File: config.mk
export PLATFORM = sky130hd
export DESIGN_NAME = bnn_layer_sequencer
export DESIGN_NICKNAME = d
export VERILOG_FILES = /design/src/rtl/bnn_pkg.sv /design/src/rtl/bnn_pc_accum.sv /design/src/rtl/bnn_layer_sequencer.sv
export SDC_FILE = /design/constraint.sdc
export NUM_CORES = 1
export LEC_CHECK = 0
export ABC_AREA = 1
export CORE_MARGIN = 2
export CORE_UTILIZATION = 41
export CTS_CLUSTER_DIAMETER = 100
export DETAILED_ROUTE_END_ITERATION = 7
export PLACE_DENSITY_LB_ADDON = 0.15
export SYNTH_ARGS = -nofsm -noshare
export SYNTH_HDL_FRONTEND = slang
export SYNTH_SLANG_ARGS = --single-unit
export TNS_END_PERCENT = 50
File: constraint.sdc
create_clock -name clk -period 3.55 [get_ports clk]
set_input_delay 0.71 -clock clk [delete_from_list [all_inputs] [get_ports clk]]
set_output_delay 0.71 -clock clk [all_outputs]
set_load 0.02 [all_outputs]
File: src/rtl/bnn_pkg.sv
`default_nettype none
// +-----------------------------------------------------------------------+
// | bnn_pkg: shared sequencer state encoding and PE-array width helpers.   |
// | Revision: 1.0                                                          |
// +-----------------------------------------------------------------------+
package bnn_pkg;

  localparam int NUM_PES = 8 * 8;

  typedef enum logic [2:0] {
    IDLE   = 3'd0,
    CLEAR  = 3'd1,
    ISSUE  = 3'd2,
    DRAIN  = 3'd3,
    FINISH = 3'd4
  } state_e;

  function automatic int num_pes(input int rows, input int cols);
    return rows * cols;
  endfunction

  function automatic int pc_width(input int rows, input int cols, input int word);
    return $clog2(rows * cols * word + 1);
  endfunction

  function automatic int tot_width(input int rows, input int cols, input int depth,
                                   input int word);
    return $clog2(rows * cols * depth * word + 1);
  endfunction

endpackage
`default_nettype wire

File: src/rtl/bnn_pc_accum.sv
`default_nettype none
// +-----------------------------------------------------------------------+
// | bnn_pc_accum: beat counter, popcount total and signed dot result.      |
// | Revision: 1.0                                                          |
// +-----------------------------------------------------------------------+
module bnn_pc_accum
  import bnn_pkg::*;
#(
  parameter int LEN_W         = 7,
  parameter int PC_W          = 13,
  parameter int TOT_W         = 19,
  parameter int BITS_PER_BEAT = 4096
) (
  input  logic                    clk,
  input  logic                    reset,
  input  logic                    clear,
  input  logic                    accept_en,
  input  logic                    load_result,
  input  logic                    pe_pc_valid,
  input  logic [PC_W-1:0]         pe_pc,
  input  logic [LEN_W-1:0]        len,
  output logic [LEN_W-1:0]        beat_cnt_next,
  output logic [TOT_W-1:0]        total_popcount,
  output logic signed [TOT_W:0]   result
);

  logic [LEN_W-1:0]      beat_cnt_q, beat_cnt_d;
  logic [TOT_W-1:0]      total_q, total_d;
  logic signed [TOT_W:0] result_q, result_d;
  logic [TOT_W:0]        bias;

  // The result always fits TOT_W+1 signed bits, so modular arithmetic is exact.
  assign bias = (TOT_W+1)'(len) * (TOT_W+1)'(BITS_PER_BEAT);

  always_comb begin
    beat_cnt_d = beat_cnt_q;
    total_d    = total_q;
    if (clear) begin
      beat_cnt_d = '0;
      total_d    = '0;
    end else if (accept_en && pe_pc_valid) begin
      beat_cnt_d = beat_cnt_q + 1'b1;
      total_d    = total_q + TOT_W'(pe_pc);
    end
  end

  // Loaded from the next-cycle total so the value is valid while done is high.
  always_comb begin
    result_d = result_q;
    if (load_result) begin
      result_d = $signed({total_d, 1'b0} - bias);
    end else if (clear) begin
      result_d = '0;
    end
  end

  always_ff @(posedge clk) begin
    if (!reset) begin
      beat_cnt_q <= '0;
      total_q    <= '0;
      result_q   <= '0;
    end else begin
      beat_cnt_q <= beat_cnt_d;
      total_q    <= total_d;
      result_q   <= result_d;
    end
  end

  assign beat_cnt_next  = beat_cnt_d;
  assign total_popcount = total_q;
  assign result         = result_q;

endmodule
`default_nettype wire

File: src/rtl/bnn_layer_sequencer.sv
`default_nettype none
// +-----------------------------------------------------------------------+
// | bnn_layer_sequencer: SRAM write arbitration, read sequencing, PE ctrl. |
// | Revision: 1.0                                                          |
// +-----------------------------------------------------------------------+
module bnn_layer_sequencer
  import bnn_pkg::*;
#(
  parameter int  WORD_SIZE  = 64,
  parameter int  SRAM_DEPTH = 64,
  parameter int  PE_ROWS    = 8,
  parameter int  PE_COLS    = 8,
  parameter int  ADDR_W     = $clog2(SRAM_DEPTH),
  localparam int PC_W       = pc_width(PE_ROWS, PE_COLS, WORD_SIZE),
  localparam int TOT_W      = tot_width(PE_ROWS, PE_COLS, SRAM_DEPTH, WORD_SIZE)
) (
  input  logic                  clk,
  input  logic                  reset,
  input  logic                  start,
  input  logic [ADDR_W:0]       len,
  output logic                  busy,
  output logic                  done,
  input  logic                  host_wr_valid,
  output logic                  host_wr_ready,
  input  logic [ADDR_W-1:0]     host_wr_addr,
  input  logic [WORD_SIZE-1:0]  host_wr_data,
  input  logic                  host_wr_type,
  output logic                  sram_wr_en,
  output logic [ADDR_W-1:0]     sram_wr_addr,
  output logic [WORD_SIZE-1:0]  sram_wr_data,
  output logic                  sram_wr_type,
  output logic                  sram_rd_en,
  output logic [ADDR_W-1:0]     sram_rd_addr,
  output logic                  pe_clear,
  output logic                  pe_valid,
  input  logic                  pe_pc_valid,
  input  logic [PC_W-1:0]       pe_pc,
  output logic [TOT_W-1:0]      total_popcount,
  output logic signed [TOT_W:0] result
);

  localparam int             BITS_PER_BEAT = num_pes(PE_ROWS, PE_COLS) * WORD_SIZE;
  localparam logic [ADDR_W:0] DEPTH_LEN    = (ADDR_W+1)'(SRAM_DEPTH);

  state_e          state_q, state_d;
  logic [ADDR_W:0] len_q, len_d;
  logic [ADDR_W:0] issue_q, issue_d;
  logic            pe_valid_q, pe_valid_d;
  logic [ADDR_W:0] len_clamped;
  logic [ADDR_W:0] beat_cnt_next;
  logic            accum_clear, accept_en, load_result;

  assign len_clamped = (len > DEPTH_LEN) ? DEPTH_LEN : len;

  always_comb begin
    state_d    = state_q;
    len_d      = len_q;
    issue_d    = issue_q;
    pe_clear   = 1'b0;
    sram_rd_en = 1'b0;
    case (state_q)
      IDLE: begin
        if (start) begin
          len_d   = len_clamped;
          state_d = CLEAR;
        end
      end
      CLEAR: begin
        pe_clear = 1'b1;
        issue_d  = '0;
        state_d  = (len_q != '0) ? ISSUE : FINISH;
      end
      ISSUE: begin
        sram_rd_en = 1'b1;
        issue_d    = issue_q + 1'b1;
        if (issue_q == len_q - 1'b1) state_d = DRAIN;
      end
      DRAIN: begin
        // Counting the beat landing this cycle lets done follow the last beat directly.
        if (beat_cnt_next >= len_q) state_d = FINISH;
      end
      FINISH:  state_d = IDLE;
      default: state_d = IDLE;
    endcase
    pe_valid_d = sram_rd_en;
  end

  assign accum_clear = (state_q == CLEAR);
  assign accept_en   = (state_q == ISSUE) || (state_q == DRAIN);
  assign load_result = (state_d == FINISH) && (state_q != FINISH);

  always_ff @(posedge clk) begin
    if (!reset) begin
      state_q    <= IDLE;
      len_q      <= '0;
      issue_q    <= '0;
      pe_valid_q <= 1'b0;
    end else begin
      state_q    <= state_d;
      len_q      <= len_d;
      issue_q    <= issue_d;
      pe_valid_q <= pe_valid_d;
    end
  end

  assign busy          = (state_q != IDLE);
  assign done          = (state_q == FINISH);
  assign host_wr_ready = (state_q == IDLE);
  assign sram_wr_en    = host_wr_valid & host_wr_ready;
  assign sram_wr_addr  = host_wr_addr;
  assign sram_wr_data  = host_wr_data;
  assign sram_wr_type  = host_wr_type;
  assign sram_rd_addr  = issue_q[ADDR_W-1:0];
  assign pe_valid      = pe_valid_q;

  bnn_pc_accum #(
    .LEN_W         (ADDR_W + 1),
    .PC_W          (PC_W),
    .TOT_W         (TOT_W),
    .BITS_PER_BEAT (BITS_PER_BEAT)
  ) u_accum (
    .clk            (clk),
    .reset          (reset),
    .clear          (accum_clear),
    .accept_en      (accept_en),
    .load_result    (load_result),
    .pe_pc_valid    (pe_pc_valid),
    .pe_pc          (pe_pc),
    .len            (len_q),
    .beat_cnt_next  (beat_cnt_next),
    .total_popcount (total_popcount),
    .result         (result)
  );

endmodule
`default_nettype wire

==> metrics.txt, run 1 <==
fin crit share 91.9%; via count 4032; Setup violations, final 0; start point of the critical path pe_pc[11]; static leakage 2.61 nW; CORE AREA 10700 µm²; GR Overflow Total 0; critical path type in -> reg; Sw Share 31.5%; CP max FO 4; switching pwr 0.000705 W; most frequent cells in the layout nand2_1 (101), inv_1 (69), clkdlybuf4s50_1 (64), dfxtp_1 (63), buf_4 (58); Hold Path Class reg -> reg; CTS Buffer Depth 2; number of global-route vias before repair 3884; Top Ports 219; Max-Cap Viols 0; top_reg_cell synth dfxtp_1; GPL Wtd Cong 0.870; die area 11800 µm²; worst-skew pair later-pin latency 0.36 ns; Int Pwr 0.00153 W; n_diodes 0; Chip Width 108 µm; total track usage 20.7%; cts hold-fix bufs 0; FP Rows 38; # clock sinks 63; # fillers 1062; antenna violations before repair 0; via/cell ratio 4.90; Port-buffer cells 75; final-report hold violation count 0; RSZ-0062 raised after global routing no; setup_tns 0 ns; Netlist cell types 46; CTS clk-pin slew, worst paths 0.07 ns; commonest non-fill, non-tap cell in the layout nand2_1; layout cells sized above 1 21.7%; yosys warns 0; largest net degree at the start of global routing 35; Setup Skew 0.00842 ns; Reg power frac 34.7%; Starting Density 41.6%; DR iter-0 viols 170; Clock power frac 34.2%; worst vdd ir 0.269 mV; power per cell area 390 nW/µm²; largest area contributor in the netlist dfxtp_1; CTS tree built; Post-synth EDFFs 0; Layout area overhead 28.0%; htree depth 3; first-pass GRT wire length 18900 µm; DRT antenna net count 0; Synth area leaders dfxtp_1 (28%), buf_4 (14%), nand2_1 (9.2%); post-synth net total 751; top cell type's share of synthesized area 28.2%; non-filler cells, final 823; Syn Area/Cell 7.18 µm²; total wire length 12000 µm; Synth Instances 623; post-layout util 53.2%; Gate power share 31.1%; DIE HEIGHT 108 µm; post-synthesis sequential area ratio 28.2%; residual DRC count 0; routed len/inst 14.6 µm; Num CTS Buffers 9; WP data arrival 3.50 ns; post-DP HPWL 8960 µm; Reg2Reg Setup Slack 0.36 ns; Min Hold Slack 0.467 ns; Hold Crit Start u_accum.result[19]; crit path capture type flop; Yosys reg bits 63; nets@finish 806; fmax 0.306 GHz; TritonRoute pass-1 iters 5; status finished clean; Cells after DPL 802; synthesized area 4470 µm²; launching point of the worst reg2reg path u_accum.total_popcount[6]; fin. max-slew vios 0; post-layout min period 3.26 ns; Post-synth ARST share 0%; startpoint type of the worst setup path primary input; clock root buffer clkbuf_8; Crit path required time 3.79 ns
power groups by stage:
stage / logic [W] / clock network, W / registers [W]
after detailed placement: 0.000625 / 0 / 0.000788
after CTS: 0.000633 / 0.000781 / 0.000773
after floorplan: 0.000473 / 0 / 0.000801
final: 0.000694 / 0.000765 / 0.000775
after global routing: 0.000770 / 0.000814 / 0.000780
after global placement: 0.000617 / 0 / 0.000788
registers in the layout (all words and copies together) (netlist names):
name and count:
u_accum.total_popcount 19, len_q 7, u_accum.beat_cnt_q 7, state_q 3, pe_valid 1, u_accum.result 19
issue_q 7
area by class of cell:
| type | count | area, µm² | area share (%) |
|---|---|---|---|
| clock inverters | 6 | 109 | 1.90 |
| clock buffers | 10 | 128 | 2.23 |
| repair buffers | 135 | 1240 | 21.8 |
| flip-flops and latches | 63 | 1260 | 22.0 |
| well taps | 140 | 175 | 3.06 |
| inverters | 80 | 300 | 5.25 |
| multi-input cells | 389 | 2500 | 43.8 |
what timing repair did:
action,in CTS,in global routing
pin swaps,0,21
setup endpoints to repair,3,5
buffers inserted,0,5
endpoints found under the hold margin,0,0
resized for setup,6,57
metrics by stage:
stage	setup slack (ns)	instance area, µm²	total power (W)
detailed placement	-0.518	5170	0.00141
global route	0.0387	5720	0.00236
floorplan	0.205	4470	0.00127
finish	0.287	5720	0.00223
global placement	-0.435	5170	0.00140
CTS	0.00180	5440	0.00219
cell usage after synthesis (3+ instances only):
cell        n
nor2_1     39
inv_2       5
a211oi_1    5
or2_2      12
clkbuf_1    6
inv_1      74
nand3_1    42
a31oi_1     7
ha_1       30
buf_4      82
dfxtp_1    63
xor2_1      7
a21oi_1    38
xnor2_1    12
nand2_1   110
o211ai_1    4
buf_2       3
nor4_1      3
nor3_1     10
nand4_1     7
o21bai_1    5
o21ai_0    26
final timing paths:
kind,endpoint,cells after the start
worst max register to register,u_accum.result[18],20
worst min register to register,u_accum.result[19],2
worst min-delay path,u_accum.result[19],2
worst max-delay path,u_accum.result[18],22
layer usage:
layer	GRT usage [%]	share of wire (%)
met5	0	0
met3	4.34	4.4
met4	10.6	3.2
met2	31.6	46
met1	27.4	47
critical path, stage by stage:
cell,delay [ns]
clkdlybuf4s50_1,0.41
ha_1,0.34
nand2_1,0.08
nor2_1,0.13
and2_1,0.14
nand2_1,0.05
nand2_1,0.08
nand2_1,0.07
inv_2,0.07
nand2_2,0.06
nand2_2,0.07
nor2_1,0.05
ha_1,0.34
nand3_2,0.08
nand3_2,0.09
nand2_2,0.09
nand2_2,0.06
a21oi_2,0.14
inv_1,0.06
or2_2,0.28
nand3_2,0.07
a21oi_1,0.06
logic make-up (layout without fill, tap and decap cells):
family | count (synthesis) | after routing | synth area share, %
fa+ha+maj | 32 | 32 | 9.29
compound gates | 100 | 100 | 13.2
flops | 63 | 63 | 28.2
simple gates | 237 | 237 | 24.1
buf+inv | 171 | 231 | 21.3
xor+xnor | 19 | 19 | 3.72
other cells | 1 | 1 | 0.0839
(Power assumes the default switching activity.)
==> inputs of run 2 (changes only) <==
--- a/config.mk
+++ b/config.mk
@@ -6,11 +6,13 @@
 export NUM_CORES = 1
 export LEC_CHECK = 0
 export ABC_AREA = 1
+export CAP_MARGIN = 20
 export CORE_MARGIN = 2
 export CORE_UTILIZATION = 41
 export CTS_CLUSTER_DIAMETER = 100
 export DETAILED_ROUTE_END_ITERATION = 7
 export PLACE_DENSITY_LB_ADDON = 0.15
+export SETUP_SLACK_MARGIN = 0.4
 export SYNTH_ARGS = -nofsm -noshare
 export SYNTH_HDL_FRONTEND = slang
 export SYNTH_SLANG_ARGS = --single-unit
==> run 2 against run 1 <==
Against the previous run:
- setup slack improved by 0.16 ns
- first-iteration DRC count decreased by 33%
- critical path depth decreased by 1
- non-clock buffer count increased by 2
- final area increased by 2.3%
- global-route usage decreased by 0.67 points
- fmax increased by 5.3%
- clock skew increased by 0.0032 ns
==> metrics.txt, run 2 (synthesis gave the netlist of run 1 again) <==
status finished clean; # clock sinks 63; Sw Share 31.2%; Crit path top cell by count nand3_2; launching point of the worst reg2reg path u_accum.total_popcount[2]; DR iter-0 viols 114; clock root buffer clkbuf_8; Setup Skew 0.0116 ns; Cells after DPL 792; max incr delay on CP 0.37 ns; final-report hold violation count 0; reg2reg path depth 22; htree depth 3; Top Ports 219; CP max FO 3; R2R Path End u_accum.result[18]; routed len/inst 14.3 µm; Placement Cell Area 5270 µm²; fin. max-slew vios 0; Max-Cap Viols 0; Reg power frac 34.6%; worst vdd ir 0.201 mV; Hold Crit Start u_accum.result[12]; Starting Density 41.6%; GR Overflow Total 0; Min Hold Slack 0.465 ns; RSZ-0062 raised after global routing yes; startpoint type of the worst setup path primary input; Chip Width 108 µm; via/cell ratio 4.95; Num CTS Buffers 9; commonest non-fill, non-tap cell in the layout nand2_1; Setup violations, final 0; FP Rows 38; Worst Hold End u_accum.result[12]; power per cell area 384 nW/µm²; Slew HR 55.7%; worst-skew pair later-pin latency 0.34 ns; crit path capture type flop; first-pass GRT wire length 18600 µm; largest net degree at the start of global routing 24; WP data arrival 3.33 ns; CTS tree built; layout cells sized above 1 26.6%; post-layout util 54.4%; kind of cell adding the most delay to the critical path simple AND/OR/NAND/NOR gates; Hold Path Class reg -> reg; setup_tns 0 ns; switching pwr 0.000700 W; Crit path required time 3.78 ns; total wire length 11800 µm; worst path cell trace clkdlybuf4s15_1, ha_4, nand2_4, nor2_4, nand3_2, nand3_2, buf_4, o21ai_1, o211ai_1, ha_2, inv_2, fa_2, nand3_2, nand3_2, nand2_2, nand2_2, a21oi_2, inv_1, or2_4, nand3_2, a21oi_2; TritonRoute pass-1 iters 4; Cells on Worst Hold Path 2; n_diodes 0; CORE AREA 10700 µm²; final design area excluding fillers 5850 µm²; Gate power share 31.9%; Port-buffer cells 75; fmax 0.323 GHz; antenna violations before repair 0; DIE HEIGHT 108 µm; critical path type in -> reg; GPL Wtd Cong 0.894; post-layout min period 3.10 ns; Layout area overhead 30.8%; CTS Buffer Depth 2; Int Pwr 0.00155 W; CTS clk-pin slew, worst paths 0.07 ns; nets@finish 808; die area 11800 µm²; start point of the critical path pe_pc[9]; total track usage 20.0%; most frequent cells in the layout nand2_1 (96), inv_1 (69), dfxtp_1 (63), clkdlybuf4s50_1 (62), buf_4 (59); Reg2Reg Setup Slack 0.54 ns; Worst-Margin Slew 0.664 ns; slowest cell on the critical path fa_2; Clock power frac 33.5%; via count 4087; DRT antenna net count 0; residual DRC count 0; non-filler cells, final 825; post-DP HPWL 8780 µm; fin crit share 87.3%; number of global-route vias before repair 3836; buffers and inverters on the worst path 4; static leakage 2.58 nW
-- run 2: worst max path at each step --
stage                    endpoint  slack, ns  cells after the start
2_1_floorplan  u_accum.result[18]       0.40                     20
3_3_place_gp   u_accum.result[18]      -0.30                     21
3_5_place_dp   u_accum.result[18]      -0.38                     21
4_1_cts        u_accum.result[18]       0.37                     21
5_1_grt        u_accum.result[18]       0.29                     21
6_report       u_accum.result[18]       0.45                     21
-- run 2: layout make-up --
type,instances,area (µm²)
Multi-Input combinational cell,389,2680
Timing Repair Buffer,137,1190
Fill cell,1043,4890
Tap cell,140,175
Inverter,80,300
Sequential cell,63,1260
Clock inverter,2,60.1
Clock buffer,14,183
-- run 2: power by group through the flow --
stage               sequential, W  combinational (W)  clock [W]
CTS                      0.000776           0.000653   0.000769
global placement         0.000790           0.000619          0
floorplan                0.000804           0.000496          0
detailed placement       0.000791           0.000628          0
finish                   0.000777           0.000715   0.000753
global route             0.000781           0.000784   0.000811
-- run 2: through the flow --
stage          worst slack [ns]  total power [W]
6_report                  0.450          0.00224
5_1_grt                   0.291          0.00238
4_1_cts                   0.373          0.00220
3_5_place_dp             -0.381          0.00142
3_3_place_gp             -0.303          0.00141
2_1_floorplan             0.400          0.00130
-- run 2: worst reg2reg max path, cell delays in order, from the launching register on --
cell	delay, ns
dfxtp_1	0.41
ha_4	0.24
buf_4	0.14
nand2_1	0.05
nor2_1	0.04
nand2_1	0.08
nand3_2	0.11
a21oi_2	0.18
o21bai_1	0.11
a21oi_1	0.12
o21ai_1	0.07
nand2_1	0.10
inv_2	0.06
fa_2	0.35
nand3_2	0.09
nand3_2	0.07
nand2_2	0.10
nand2_2	0.06
a21oi_2	0.10
inv_1	0.06
or2_4	0.24
nand3_2	0.07
a21oi_2	0.05
-- run 2: repair_timing --
action,4_1_cts,5_1_grt
endpoints found under the setup margin,14,19
setup buffers,10,7
pin swaps,19,42
gates resized for setup,27,70
hold buffers,0,0
-- run 2: layer usage --
| metal | up-vias | GRT usage, % | share of wire [%] |
|---|---|---|---|
| met5 | - | 0 | 0 |
| met4 | 0 | 6.32 | 1.8 |
| met3 | 29 | 4.82 | 6.2 |
| met2 | 120 | 30.8 | 45 |
| met1 | 1856 | 27.5 | 47 |
| li1 | 2082 | - | - |
